==> src/rtl/wb_scoreboard_ctrl.sv <==
// Register-hazard scoreboard plus single-port writeback sequencer between issue and the register file.
// Main and special writeback results are serialised onto one registered write port.
module wb_scoreboard_ctrl #(
   parameter int NUM_REGS     = 16,
   parameter int DATA_WIDTH   = 64,
   parameter int MAX_INFLIGHT = 4,
   localparam int AW = $clog2(NUM_REGS),
   localparam int IW = $clog2(MAX_INFLIGHT + 1)
) (
   input  logic                  clk,
   input  logic                  reset_n,
   input  logic                  issue_valid_in,
   input  logic [AW-1:0]         issue_src1_in,
   input  logic [AW-1:0]         issue_src2_in,
   input  logic                  issue_src1_valid_in,
   input  logic                  issue_src2_valid_in,
   input  logic [AW-1:0]         issue_dest_in,
   input  logic                  issue_dest_valid_in,
   input  logic [AW-1:0]         issue_dest_special_in,
   input  logic                  issue_dest_special_valid_in,
   output logic                  issue_grant_out,
   input  logic                  wb_valid_in,
   input  logic                  wb_kill_in,
   input  logic [AW-1:0]         wb_dest_in,
   input  logic [AW-1:0]         wb_dest_special_in,
   input  logic                  wb_dest_special_valid_in,
   input  logic [DATA_WIDTH-1:0] wb_result_in,
   input  logic [DATA_WIDTH-1:0] wb_result_special_in,
   output logic                  wb_ready_out,
   input  logic                  flush_in,
   output logic                  rf_we_out,
   output logic [AW-1:0]         rf_waddr_out,
   output logic [DATA_WIDTH-1:0] rf_wdata_out,
   output logic [NUM_REGS-1:0]   busy_map_out,
   output logic [IW-1:0]         inflight_out,
   output logic                  halt_out,
   output logic [1:0]            state_dbg_out
);

   localparam logic [1:0] S_IDLE       = 2'd0;
   localparam logic [1:0] S_WB_SPECIAL = 2'd1;
   localparam logic [1:0] S_HALTED     = 2'd2;
   localparam logic [IW-1:0] MAX_CNT   = IW'(MAX_INFLIGHT);

   logic [1:0]            state_q, state_d;
   logic [NUM_REGS-1:0]   busy_q, busy_d;
   logic [IW-1:0]         inflight_q, inflight_d;
   logic                  halt_q, halt_d;
   logic                  rf_we_q, rf_we_d;
   logic [AW-1:0]         rf_waddr_q, rf_waddr_d;
   logic [DATA_WIDTH-1:0] rf_wdata_q, rf_wdata_d;
   logic [AW-1:0]         spec_addr_q, spec_addr_d;
   logic [DATA_WIDTH-1:0] spec_data_q, spec_data_d;
   logic                  hazard;
   logic                  wb_accept;

   // Hazards look only at the registered busy map: no same-cycle bypass of a clearing bit.
   always_comb begin
      hazard = (issue_src1_valid_in && busy_q[issue_src1_in])
            || (issue_src2_valid_in && busy_q[issue_src2_in])
            || (issue_dest_valid_in && busy_q[issue_dest_in])
            || (issue_dest_special_valid_in && busy_q[issue_dest_special_in]);
   end

   assign issue_grant_out = issue_valid_in && (state_q != S_HALTED) && !flush_in
                         && (inflight_q < MAX_CNT) && !hazard;
   assign wb_ready_out    = (state_q == S_IDLE) && !flush_in;
   assign wb_accept       = wb_valid_in && wb_ready_out;

   always_comb begin
      state_d     = state_q;
      busy_d      = busy_q;
      inflight_d  = inflight_q;
      halt_d      = halt_q;
      rf_we_d     = 1'b0;
      rf_waddr_d  = rf_waddr_q;
      rf_wdata_d  = rf_wdata_q;
      spec_addr_d = spec_addr_q;
      spec_data_d = spec_data_q;
      if (flush_in) begin
         busy_d     = '0;
         inflight_d = '0;
         if (state_q != S_HALTED) state_d = S_IDLE;
      end else begin
         case (state_q)
            S_IDLE: begin
               if (wb_accept) begin
                  if (wb_kill_in) begin
                     state_d = S_HALTED;
                     halt_d  = 1'b1;
                  end else begin
                     rf_we_d            = 1'b1;
                     rf_waddr_d         = wb_dest_in;
                     rf_wdata_d         = wb_result_in;
                     busy_d[wb_dest_in] = 1'b0;
                     // A special target equal to the main one collapses into the main write.
                     if (wb_dest_special_valid_in && (wb_dest_special_in != wb_dest_in)) begin
                        spec_addr_d = wb_dest_special_in;
                        spec_data_d = wb_result_special_in;
                        state_d     = S_WB_SPECIAL;
                     end
                  end
               end
            end
            S_WB_SPECIAL: begin
               rf_we_d             = 1'b1;
               rf_waddr_d          = spec_addr_q;
               rf_wdata_d          = spec_data_q;
               busy_d[spec_addr_q] = 1'b0;
               state_d             = S_IDLE;
            end
            default: ;
         endcase
         // Applied after the clears so a same-edge set wins.
         if (issue_grant_out) begin
            if (issue_dest_valid_in)         busy_d[issue_dest_in]         = 1'b1;
            if (issue_dest_special_valid_in) busy_d[issue_dest_special_in] = 1'b1;
         end
         if (issue_grant_out && !wb_accept) begin
            inflight_d = inflight_q + 1'b1;
         end else if (!issue_grant_out && wb_accept && (inflight_q != '0)) begin
            inflight_d = inflight_q - 1'b1;
         end
      end
   end

   always_ff @(posedge clk or negedge reset_n) begin
      if (!reset_n) begin
         state_q     <= S_IDLE;
         busy_q      <= '0;
         inflight_q  <= '0;
         halt_q      <= 1'b0;
         rf_we_q     <= 1'b0;
         rf_waddr_q  <= '0;
         rf_wdata_q  <= '0;
         spec_addr_q <= '0;
         spec_data_q <= '0;
      end else begin
         state_q     <= state_d;
         busy_q      <= busy_d;
         inflight_q  <= inflight_d;
         halt_q      <= halt_d;
         rf_we_q     <= rf_we_d;
         rf_waddr_q  <= rf_waddr_d;
         rf_wdata_q  <= rf_wdata_d;
         spec_addr_q <= spec_addr_d;
         spec_data_q <= spec_data_d;
      end
   end

   assign rf_we_out     = rf_we_q;
   assign rf_waddr_out  = rf_waddr_q;
   assign rf_wdata_out  = rf_wdata_q;
   assign busy_map_out  = busy_q;
   assign inflight_out  = inflight_q;
   assign halt_out      = halt_q;
   assign state_dbg_out = state_q;

endmodule

==> config.mk <==
export PLATFORM = sky130hd
export DESIGN_NAME = wb_scoreboard_ctrl
export DESIGN_NICKNAME = d
export VERILOG_FILES = /design/src/rtl/wb_scoreboard_ctrl.sv
export SDC_FILE = /design/constraint.sdc
export NUM_CORES = 1
export LEC_CHECK = 0
export ABC_AREA = 1
export BUFFER_PORTS_ARGS = -buffer_cell sky130_fd_sc_hd__buf_2
export CAP_MARGIN = 10
export CORE_MARGIN = 4
export CORE_UTILIZATION = 35
export DETAILED_ROUTE_END_ITERATION = 12
export PLACE_DENSITY = 0.64
export SLEW_MARGIN = 30
export SYNTH_ARGS = -nofsm -noshare
export SYNTH_HDL_FRONTEND = slang
export SYNTH_SLANG_ARGS = --single-unit
==> constraint.sdc <==
create_clock -name clk -period 2.7 [get_ports clk]
set_clock_uncertainty 0.1 [all_clocks]
set_input_delay 0.27 -clock clk [delete_from_list [all_inputs] [get_ports clk]]
set_output_delay 0.27 -clock clk [all_outputs]
set_load 0.02 [all_outputs]
Word-level counts from Yosys, hierarchy flattened
Cells that the tools add are included.
{"block": "op_classes", "add_sub_neg": 2, "order_cmp": 11, "n_eq_ne": 8, "n_mux": 45, "n_bitwise": 8, "reduce_logical": 34}
{"operator": "two-way mux 16 bit", "count": 9}
{"operator": "two-way mux 64 bit", "count": 2}
{"operator": "case mux 64 bit (2 select lines)", "count": 1}
{"operator": "AND 16 bit", "count": 2}
{"operator": "NOT 16 bit", "count": 2}
{"operator": "bitwise OR 16 bit", "count": 2}
{"operator": "case mux 16 bit (2 select lines)", "count": 1}
{"operator": "less-than comparator 4 x 5 -> 1 bit, second input constant", "count": 6}
{"operator": "logical AND 1 bit", "count": 18}
{"operator": "binary-select mux 1 bit (select 4 bit)", "count": 4}
{"operator": "demux 1 bit (select 4 bit)", "count": 4}
{"operator": ">= comparator 4 x 1 -> 1 bit, second input constant", "count": 4}
{"operator": "AND reduction 4 bit", "count": 3}
{"operator": "two-way mux 1 bit", "count": 11}
{"operator": "two-way mux 2 bit", "count": 5}
{"operator": "two-way mux 3 bit", "count": 3}
{"operator": "nonzero test 3 bit", "count": 3}
{"operator": "two-way mux 4 bit", "count": 2}
{"operator": "case mux 4 bit (2 select lines)", "count": 1}
{"operator": "!= test 2 bit, second input constant", "count": 3}
{"operator": "AND reduction 5 bit", "count": 1}
{"operator": "zero test 1 bit", "count": 4}
{"operator": "!= test 4 x 3 -> 1 bit, second input constant", "count": 1}
{"operator": "!= test 4 bit", "count": 1}
{"operator": "other kinds (12)", "count": 15}
{"block": "totals", "reg_bits": 159, "input_bits": 163, "output_inout_bits": 93}

Depth between registers and ports, before layout
Gate-level depths: netlist (run 1).
{"block": "logic_depth", "depth_word": 18, "depth_mapped": 16}

Least setup slack after synthesis (run 1)
Ideal clock, no wire load.
{"block": "synth_path", "path_kind": "reg2reg", "startpoint": "register state_q[1] (netlist: state_dbg_out[1])", "endpoint": "register spec_data_q[10]", "setup_time_ns": 0.128, "t_arrival_ns": 1.942, "required_ns": 2.472, "slack_ns": 0.530, "stages_incl_launch_ff": 7, "n_path_buf": 1, "period_less_slack_ns": 2.170, "cell_sequence": "dfrtp_1 nor3_2 nand2_1 nor2_4 nand3_2 buf_2 mux2_1"}
{"block": "synth_between", "elab_chain_cells": 4}
{"item": "start, declared", "line": "45", "text": "logic [1:0] state_q, state_d;"}
{"item": "start signal, assigned", "line": "139", "text": "state_q <= state_d;"}
{"item": "zero test 2 bit", "line": "67", "text": "assign wb_ready_out = (state_q == S_IDLE) && !flush_in;"}
{"item": "logical AND 1 bit", "line": "67"}
{"item": "net wb_ready_out", "line": "29", "text": "output logic wb_ready_out,"}
{"item": "logical AND 1 bit", "line": "68", "text": "assign wb_accept = wb_valid_in && wb_ready_out;"}
{"item": "AND reduction 5 bit (no line)"}
{"item": "end signal, assigned", "line": "147", "text": "spec_data_q <= spec_data_d;"}
{"item": "end, declared", "line": "53", "text": "logic [DATA_WIDTH-1:0] spec_data_q, spec_data_d;"}
The timed path passes the listed nets, and every way through them passes these cells.
A chain may end at the register's enable or synchronous reset.

Final worst setup path (run 1)
{"block": "layout_path", "startpoint": "register busy_q[9] (netlist: busy_map_out[9])", "endpoint": "output port issue_grant_out"}
{"block": "layout_between", "elab_chain_cells": 8}
{"item": "start, declared", "line": "46", "text": "logic [NUM_REGS-1:0] busy_q, busy_d;"}
{"item": "start signal, assigned", "line": "140", "text": "busy_q <= busy_d;"}
{"item": "binary-select mux 1 bit (select 4 bit) (on tied branches)", "line": "59, 60"}
{"item": "two-way mux 1 bit (on tied branches)", "line": "59, 60"}
{"item": "logical AND 1 bit (on tied branches)", "line": "59, 60"}
{"item": "logical OR 1 bit", "line": "60", "text": "|| (issue_src2_valid_in && busy_q[issue_src2_in])"}
{"item": "logical OR 1 bit", "line": "61", "text": "|| (issue_dest_valid_in && busy_q[issue_dest_in])"}
{"item": "logical OR 1 bit *", "line": "62", "text": "|| (issue_dest_special_valid_in && busy_q[issue_dest_special_in]);"}
{"item": "zero test 1 bit *", "line": "66", "text": "&& (inflight_q < MAX_CNT) && !hazard;"}
{"item": "logical AND 1 bit *", "line": "66"}
{"item": "end, declared", "line": "21", "text": "output logic issue_grant_out,"}
Mark *: on every way between the ends. The rest lies on a longest branch, timed or not. The select of a mux whose other input is x is not followed.

==> flow_metrics.tcl, run 1 <==
set metrics [dict create \
    status "finished, final reports clean" \
    path_clk_slew_ns 0.07 \
    p_leak_nw 5.471 \
    critPathKind "reg -> out" \
    synthXorXnorAreaFrac_pct 0.4437 \
    drv_slew 0 \
    mostFrequentLayoutCell "nand2_1" \
    hold_class "in -> reg" \
    avgSynthCellArea_um2 8.783 \
    syn_inst 899 \
    fin_tns_setup_ns 0 \
    initial_core_util_pct 35.85 \
    critPathBufInv 4 \
    start_kind "register" \
    rows 54 \
    synth-adder-area-share_pct 0.2535 \
    critical-path-max-stage-delay_ns 0.43 \
    yosysUniqueCellTypes 37 \
    end_kind "output pin" \
    ir_drop_mv 0.5200 \
    drive_gt1_share_pct 29.27 \
    cts_tree "yes" \
    yosys_warnings 0 \
    worst_slack_ns 0.1919 \
    final-hold-violation-count 0 \
    ant_nets 0 \
    critPathTopFamily "buffers and inverters" \
    synth_top_family_by_area "simple AND/OR/NAND/NOR gates" \
    p_per_area_nw_per_um2 848.3 \
    drc_errors 0 \
    cts_htree_levels 4 \
    ioPinCount 256 \
    cts-root-buf "clkbuf_16" \
    nFillCells 2058 \
    grt_pass1_vias 7908 \
    dieArea_um2 25030 \
    vias_per_cell 5.014 \
    synth-compound-area-share_pct 12.06 \
    cp_slowest_cell "dfrtp_1" \
    setup_viol 0 \
    rsz0062_at_grt "false" \
    synthesis.area_um2 7896 \
    drv_cap 0 \
    synthesis.nets 1063 \
    grt_max_degree 68 \
    routed_wl_mm 26.01 \
    crit_start "busy_map_out[9]" \
    grt.overflow.total 0 \
    num_vias 7782 \
    area_growth_syn_to_layout_pct 42.31 \
    hpwl_mm 17.88 \
    cts_sinks 159 \
    arrival_ns 2.14 \
    drtPass1Iterations 5 \
    hp-start "wb_result_in[51]" \
    worstReg2RegStart "busy_map_out[11]" \
    place_ws_ns 0.3421 \
    period_needed_ns 2.508 \
    die_y_um 158.2 \
    cts_buffers 17 \
    fin_cells 1552 \
    fmax_mhz 398.7 \
    final_cell_area_um2 11240 \
    drt-initial-drc-count 584 \
    nets 1422 \
    cp.required_ns 2.33 \
    dp_cells 1400 \
    gp_congestion 0.8998 \
    yosysSeqAreaShare_pct 50.39 \
    yosys.area_share.simple_pct 21.31 \
    fin_util_pct 51.02 \
    grt_usage_pct 21.11 \
    ff2ff_setup_slack_ns 0.34 \
    postPlaceCellArea_um2 9449 \
    mostFrequentLayoutCells "nand2_1, buf_2, dfrtp_1, dlygate4sd3_1, nor2_1" \
    routedWlPerCell_um 16.76 \
    worst_pin_slew_ns 0.7860 \
    grt_pass1_wl_mm 41.43 \
    cts_max_path_buffers 2 \
    synthMuxAreaShare_pct 9.412 \
    grt_antenna_before_repair 1 \
    maxSlewHeadroom_pct 47.60 \
    worst_skew_pair.late_latency_ns 0.43 \
    timing.final.crit_share_pct 92.89 \
    die_x_um 158.2 \
    core_um2 22030 \
    place.port_buffers 255 \
    crit_chain "inv_1, nand2_1, nand3_1, o21ai_0, nand2_1, nand3_1, nand3_1, nand2_1, inv_1, nand2_2, inv_4, buf_2" \
    ys_seq_elements 159 \
    worst-path-max-fanout 17 \
]
[power breakdown]
| part | total, mW | internal, mW | switching, mW |
|---|---|---|---|
| clock | 2.37 | 1.24 | 1.13 |
| sequential | 4.04 | 3.42 | 0.618 |
| combinational | 3.13 | 1.31 | 1.82 |
| total | 9.53 | 5.97 | 3.56 |
[stage by stage]
| step | power, mW | hold slack, ns |
|---|---|---|
| 4_1_cts | 9.580 | 0.0009664 |
| 2_1_floorplan | 5.852 | -0.1256 |
| 6_report | 9.533 | 0.02135 |
| 5_1_grt | 10.15 | 0.01062 |
| 3_3_place_gp | 6.947 | 0.1319 |
| 3_5_place_dp | 7.036 | 0.1286 |
[worst register-to-register path, stage by stage, from the launching register on]
cell,delay [ns]
dfrtp_1,0.55
nor2_1,0.09
o21ai_0,0.21
nand2_1,0.08
nand3_1,0.07
nand3_1,0.15
nand2_1,0.10
inv_1,0.07
nand3_2,0.11
inv_1,0.06
fa_1,0.38
nand3b_1,0.17
nand3_1,0.08
nand2_1,0.04
[final cells by class]
| class | count | area, um2 | area share (%) |
|---|---|---|---|
| clock inverter | 15 | 166.4 | 1.481 |
| sequential | 159 | 3980 | 35.42 |
| multi-input combinational | 636 | 3453 | 30.73 |
| clock buffer | 17 | 425.4 | 3.786 |
| inverter | 58 | 220.2 | 1.960 |
| timing repair buffer | 386 | 2639 | 23.48 |
| antenna | 1 | 2.502 | 0.02227 |
| tap | 280 | 350.3 | 3.118 |
[final timing paths]
kind | to | depth (start not counted)
max | issue_grant_out | 12
min | rf_wdata_out[51] | 3
max reg2reg | inflight_out[2] | 13
min reg2reg | halt_out | 2
max in group asynchronous | busy_map_out[6] | 3
min in group asynchronous | spec_data_q[36] | 2
[metal layers]
layer / up-vias / part of all wire (%) / global-route usage (%)
met3: 63 / 7.3 / 5.686
met4: 2 / 3.4 / 8.976
li1: 3730 / - / -
met5: - / 0.050 / 0
met1: 3654 / 40 / 26.00
met2: 333 / 49 / 34.99
[state kept, by name, summed over array words and instances, names as in the netlist]
register	flops
inflight_out	3
state_dbg_out	2
rf_waddr_out	4
busy_map_out	16
halt_out	1
rf_we_out	1
spec_addr_q	4
spec_data_q	64
rf_wdata_out	64
[Yosys cell counts]
library cell    n  area share, %
buf_12          1           0.25
nand2_1       271             13
nand3b_1        2           0.19
mux2_2         43            6.1
inv_2           1          0.047
a21oi_2         8           0.89
nor2_1         88            4.2
o22ai_1        16            1.3
nand3_1        36            2.3
inv_1          56            2.7
o21ai_0        12           0.76
nor2_2          1          0.079
nor3_2          1           0.13
nand4_1         3           0.24
o21a_1          2           0.19
a31oi_1        69            5.5
o21bai_1        2           0.19
o21ai_2         1           0.11
o311ai_0        4           0.44
mux2_1         23            3.3
clkbuf_1       16           0.76
clkinv_2        1          0.063
buf_2          19            1.2
nand3_2         2           0.25
buf_6           2           0.29
fa_1            1           0.25
nand2_2        10           0.79
a21oi_1        14           0.89
o211ai_1        2           0.19
nor2_4          2           0.29
o31ai_1         1          0.095
dfrtp_1       159             50
buf_4           7           0.67
o221ai_1        9            1.0
o21ai_1         9           0.57
buf_8           1           0.19
xnor2_1         4           0.44
[logic make-up (layout without fill, tap and decap cells)]
logic type      after synthesis  count (layout)
simple gates                416             416
flops                       159             159
compound gates              149             149
buf+inv                     104             476
mux                          66              66
xor+xnor                      4               4
fa+ha+maj                     1               1
other cells                   0               1
[timing repair]
| item | CTS | global route |
|---|---|---|
| gates resized for setup | 0 | 2 |
| hold buffers | 119 | 0 |
| buffers inserted | 0 | 0 |
| setup endpoints to repair | 0 | 1 |
| endpoints found under the hold margin | 162 | 0 |
(Power assumes the default switching activity.)
==> run 2, diff against run 1 <==
--- a/config.mk
+++ b/config.mk
@@ -11,6 +11,7 @@
 export CORE_MARGIN = 4
 export CORE_UTILIZATION = 35
 export DETAILED_ROUTE_END_ITERATION = 12
+export HOLD_SLACK_MARGIN = 0.08
 export PLACE_DENSITY = 0.64
 export SLEW_MARGIN = 30
 export SYNTH_ARGS = -nofsm -noshare
==> run 2 against run 1 <==
Sequential share of layout area down 0.57 points. Clock-buffer cell count unchanged. Highest routed layer unchanged. Flip-flop and latch count unchanged.
==> flow_metrics.tcl, run 2 (synthesis results as in run 1) <==
set metrics [dict create \
    cts-root-buf "clkbuf_16" \
    routed_wl_mm 26.30 \
    drtPass1Iterations 5 \
    cp.required_ns 2.33 \
    ff2ff_path_depth 13 \
    fin_tns_setup_ns 0 \
    drv_cap 0 \
    mostFrequentLayoutCells "nand2_1, buf_2, dfrtp_1, dlygate4sd3_1, nor2_1" \
    hpwl_mm 17.88 \
    timing.final.crit_share_pct 92.70 \
    nets 1440 \
    multi_input_area_um2 3453 \
    mostFrequentLayoutCell "nand2_1" \
    place_ws_ns 0.3421 \
    setup_viol 0 \
    period_needed_ns 2.503 \
    fmax_mhz 399.5 \
    ant_nets 0 \
    final-hold-violation-count 0 \
    core_um2 22030 \
    grt_pass1_wl_mm 41.84 \
    post_cts_buffers 0 \
    vias_per_cell 5.024 \
    dp_cells 1400 \
    nFillCells 2009 \
    critPathKind "reg -> out" \
    path_clk_slew_ns 0.07 \
    worst_pin_slew_ns 0.7930 \
    rows 54 \
    ioPinCount 256 \
    dieArea_um2 25030 \
    start_kind "register" \
    p_per_area_nw_per_um2 837.8 \
    gp_congestion 0.8998 \
    num_vias 7898 \
    register_area_um2 3980 \
    hold_class "in -> reg" \
    end_kind "output pin" \
    drv_slew 0 \
    initial_core_util_pct 35.85 \
    maxSlewHeadroom_pct 47.14 \
    grt_antenna_before_repair 2 \
    ir_drop_mv 0.5225 \
    hold_depth 4 \
    arrival_ns 2.13 \
    worst-path-max-fanout 17 \
    drive_gt1_share_pct 28.86 \
    hold_ws_ns 0.1396 \
    crit_chain "inv_1, nand2_1, nand3_1, o21ai_0, nand2_1, nand3_1, nand3_1, nand2_1, inv_1, nand2_2, inv_4, buf_2" \
    cts_max_path_buffers 2 \
    grt_usage_pct 21.29 \
    worst_slack_ns 0.1970 \
    cts_tree "yes" \
    drt-initial-drc-count 620 \
    cts_buffers 17 \
    cts_sinks 159 \
    grt.overflow.total 0 \
    fin_cells 1572 \
    status "finished, final reports clean" \
    cp_slowest_cell "dfrtp_1" \
    worst_skew_pair.late_latency_ns 0.43 \
    drc_errors 0 \
    grt_max_degree 68 \
    rsz0062_at_grt "false" \
    die_x_um 158.2 \
    cts_htree_levels 4 \
    p_leak_nw 5.547 \
    grt_pass1_vias 8051 \
    place.port_buffers 255 \
    die_y_um 158.2 \
    routedWlPerCell_um 16.73 \
    area_growth_syn_to_layout_pct 44.65 \
    critical-path-max-stage-delay_ns 0.43 \
]
-- run 2: timing repair --
| item | 4_1_cts | 5_1_grt |
|---|---|---|
| setup endpoints to repair | 0 | 1 |
| resized for setup | 0 | 2 |
| endpoints found under the hold margin | 190 | 0 |
| hold buffers | 137 | 0 |
-- run 2: area by class of cell --
type,count,area share (%)
flip-flops and latches,159,34.85
multi-input cells,636,30.23
repair buffers,404,24.68
clock buffers,17,3.724
well taps,280,3.067
inverters,58,1.928
clock inverters,15,1.457
diodes,3,0.06572
-- run 2: critical path: cells and delay by family (launching register included) --
kind,cells,cell delay [ns]
and+or+nand+nor,7,0.58
buffers and inverters,4,0.59
DFF,1,0.43
AOI/OAI and AO/OA,1,0.10
-- run 2: worst paths after layout --
check	start	endpoint	slack, ns
min in group asynchronous	reset_n	spec_data_q[36]	0.22
min reg2reg	halt_out	halt_out	0.36
max in group asynchronous	reset_n	busy_map_out[6]	1.54
max reg2reg	busy_map_out[11]	inflight_out[2]	0.33
min	flush_in	state_dbg_out[0]	0.14
max	busy_map_out[9]	issue_grant_out	0.20
-- run 2: layer usage --
| layer | wire, um | share of wire (%) | vias to the layer above | global-route usage [%] |
|---|---|---|---|---|
| met2 | 12930 | 49 | 332 | 35.50 |
| met1 | 10510 | 40 | 3731 | 26.06 |
| met5 | 7 | 0.027 | - | 0 |
| li1 | - | - | 3763 | - |
| met4 | 962 | 3.7 | 2 | 9.098 |
| met3 | 1890 | 7.2 | 70 | 5.686 |
-- run 2: power breakdown --
| part | switching (mW) | leakage (nW) | internal, mW |
|---|---|---|---|
| combinational | 1.83 | 3.33 | 1.33 |
| sequential | 0.619 | 1.93 | 3.42 |
| clock | 1.13 | 0.287 | 1.24 |
-- run 2: per-stage QoR --
step | total power [mW] | area (um2) | util (%)
after floorplan | 5.852 | 7896 | -
after global placement | 6.947 | 9449 | 42.90
after detailed placement | 7.036 | 9449 | 42.90
after CTS | 9.601 | 11410 | 51.81
after global routing | 10.17 | 11420 | 51.83
final | 9.569 | 11420 | 51.86
==> run 3, diff against run 2 <==
--- a/config.mk
+++ b/config.mk
@@ -9,10 +9,10 @@
 export BUFFER_PORTS_ARGS = -buffer_cell sky130_fd_sc_hd__buf_2
 export CAP_MARGIN = 10
 export CORE_MARGIN = 4
-export CORE_UTILIZATION = 35
+export CORE_UTILIZATION = 51
 export DETAILED_ROUTE_END_ITERATION = 12
 export HOLD_SLACK_MARGIN = 0.08
-export PLACE_DENSITY = 0.64
+export PLACE_DENSITY = 0.85
 export SLEW_MARGIN = 30
 export SYNTH_ARGS = -nofsm -noshare
 export SYNTH_HDL_FRONTEND = slang
==> run 3 against run 2 <==
Core utilization increased by 22 points. Clock-buffer cell count is 2 higher. Final cell count fell by 5.5%. Sequential power grew 7.2%. Total power up 8.3%. Fmax decreased by 1.9%. Critical path depth unchanged. Sequential share of layout area is 0.40 points higher. Die area shrank 30%. Register-to-register slack worse by 0.08 ns. Clock power is 5% higher. Non-clock buffer count fell by 1. Largest power group unchanged.
==> flow_metrics.tcl, run 3 (synthesis results as in run 1) <==
set metrics [dict create \
    end_kind "output pin" \
    cts_buffers 17 \
    nets 1439 \
    cts_tree "yes" \
    final-hold-violation-count 0 \
    drv_cap 0 \
    ant_nets 0 \
    mostFrequentLayoutCell "nand2_1" \
    start_kind "register" \
    initial_core_util_pct 51.94 \
    p_per_area_nw_per_um2 918.2 \
    status "finished, final reports clean" \
    grt_usage_pct 38.10 \
    switching_power_mw 4.191 \
    critical-path-max-stage-delay_ns 0.44 \
    multi_input_area_um2 3453 \
    routedWlPerCell_um 22.90 \
    swShare_pct 40.44 \
    die_y_um 132.4 \
    p_int_mw 6.173 \
    rsz0062_at_grt "false" \
    num_vias 9152 \
    rows 45 \
    crit_top_cell "nand2_1" \
    setup_viol 0 \
    maxSlewHeadroom_pct 46.99 \
    critPathKind "reg -> out" \
    cts_htree_levels 4 \
    vias_per_cell 6.159 \
    area_growth_syn_to_layout_pct 42.96 \
    clockPowerShare_pct 24.0 \
    core_um2 15200 \
    cts_max_path_buffers 2 \
    seq_power_share_pct 41.7 \
    post_cts_buffers 0 \
    crit_chain "inv_1, o21ai_1, nand2_1, nand2_1, nand2_1, nand2_1, o21ai_2, nand2_1, nor2_4, nand2_2, inv_4, buf_2" \
    final_cell_area_um2 11290 \
    place.port_buffers 255 \
    grt_pass1_wl_mm 52.27 \
    worst_skew_pair.late_latency_ns 0.44 \
    p_leak_nw 5.539 \
    grt_antenna_before_repair 8 \
    grt_pass1_vias 9356 \
    grt.overflow.total 0 \
    fin_tns_setup_ns 0 \
    drc_errors 0 \
    cp.required_ns 2.33 \
    timing.final.crit_share_pct 94.46 \
    drive_gt1_share_pct 28.73 \
    dieArea_um2 17540 \
    postPlaceCellArea_um2 9301 \
    period_needed_ns 2.550 \
    drt-initial-drc-count 1020 \
    worst-path-max-fanout 17 \
    die_x_um 132.4 \
    fmax_mhz 392.1 \
    gp_congestion 0.9547 \
    cp_slowest_cell "dfrtp_1" \
    ioPinCount 256 \
    combPwrFrac_pct 34.2 \
    worst_pin_slew_ns 0.7952 \
    drtPass1Iterations 6 \
    hpwl_mm 17.07 \
    mostFrequentLayoutCells "nand2_1, buf_2, dfrtp_1, dlygate4sd3_1, nor2_1" \
    register_area_um2 3979 \
    cts_sinks 159 \
    grt_max_degree 68 \
    nFillCells 908 \
    cts-root-buf "clkbuf_16" \
    drv_slew 0 \
    hold_class "in -> reg" \
    path_clk_slew_ns 0.06 \
    arrival_ns 2.18 \
    ir_drop_mv 0.6036 \
    routed_wl_mm 34.03 \
]
==> run 3: final timing paths <==
kind,from,end,slack [ns],cells past startpoint
worst min register to register,halt_out,halt_out,0.37,2
worst min-delay path,wb_dest_in[3],rf_waddr_out[3],0.18,3
min in group asynchronous,reset_n,rf_wdata_out[45],0.33,2
max in group asynchronous,reset_n,busy_map_out[3],1.41,3
worst max-delay path,busy_map_out[2],issue_grant_out,0.15,12
worst max register to register,state_dbg_out[1],rf_wdata_out[21],0.25,7
==> run 3: per-stage QoR <==
stage | utilization, % | setup slack (ns) | hold slack, ns | cells | total power, mW
detailed placement | 61.19 | 0.3330 | 0.2026 | 1307 | 7.040
global placement | 61.19 | 0.4120 | 0.2036 | 1307 | 6.883
CTS | 74.08 | 0.1004 | 0.1188 | 1476 | 9.624
floorplan | - | 0.5300 | -0.1256 | 899 | 5.852
finish | 74.26 | 0.1497 | 0.1762 | 1486 | 10.36
global route | 74.22 | 0.006261 | 0.1871 | 1484 | 10.64
==> run 3: final cells by class <==
type                       count  area share [%]
sequential                   159           35.25
multi-input combinational    636           30.59
timing repair buffer         403           24.68
clock buffer                  19           4.012
tap                          188           2.084
inverter                      58           1.951
clock inverter                13           1.208
antenna                       10          0.2217
==> run 3: repair_timing <==
action                                  4_1_cts  5_1_grt
endpoints found under the setup margin        0        1
hold buffers                                137        0
endpoints found under the hold margin       199        0
gates resized for setup                       0        1
==> run 3: power by group through the flow <==
stage	sequential [mW]	clock, mW	combinational, mW
2_1_floorplan	4.62	0	1.23
6_report	4.33	2.49	3.55
5_1_grt	4.35	2.57	3.71
3_3_place_gp	3.99	0	2.89
3_5_place_dp	4.05	0	2.99
4_1_cts	4.04	2.42	3.17
==> run 3: worst max-delay path, delay by kind of cell, from the launching register on <==
kind / cells / cell delay [ns]
AND/OR/NAND/NOR: 7 / 0.53
AO/OA/AOI/OAI: 2 / 0.24
buffers and inverters: 3 / 0.53
flip-flops: 1 / 0.44
==> run 3: metal layers <==
| layer | track usage (%) | vias to the layer above | part of all wire [%] |
|---|---|---|---|
| met5 | 0 | - | 0 |
| met2 | 62.90 | 847 | 47 |
| met4 | 23.09 | 0 | 7.3 |
| met1 | 43.42 | 4296 | 34 |
| met3 | 11.86 | 240 | 11 |
| li1 | - | 3769 | - |
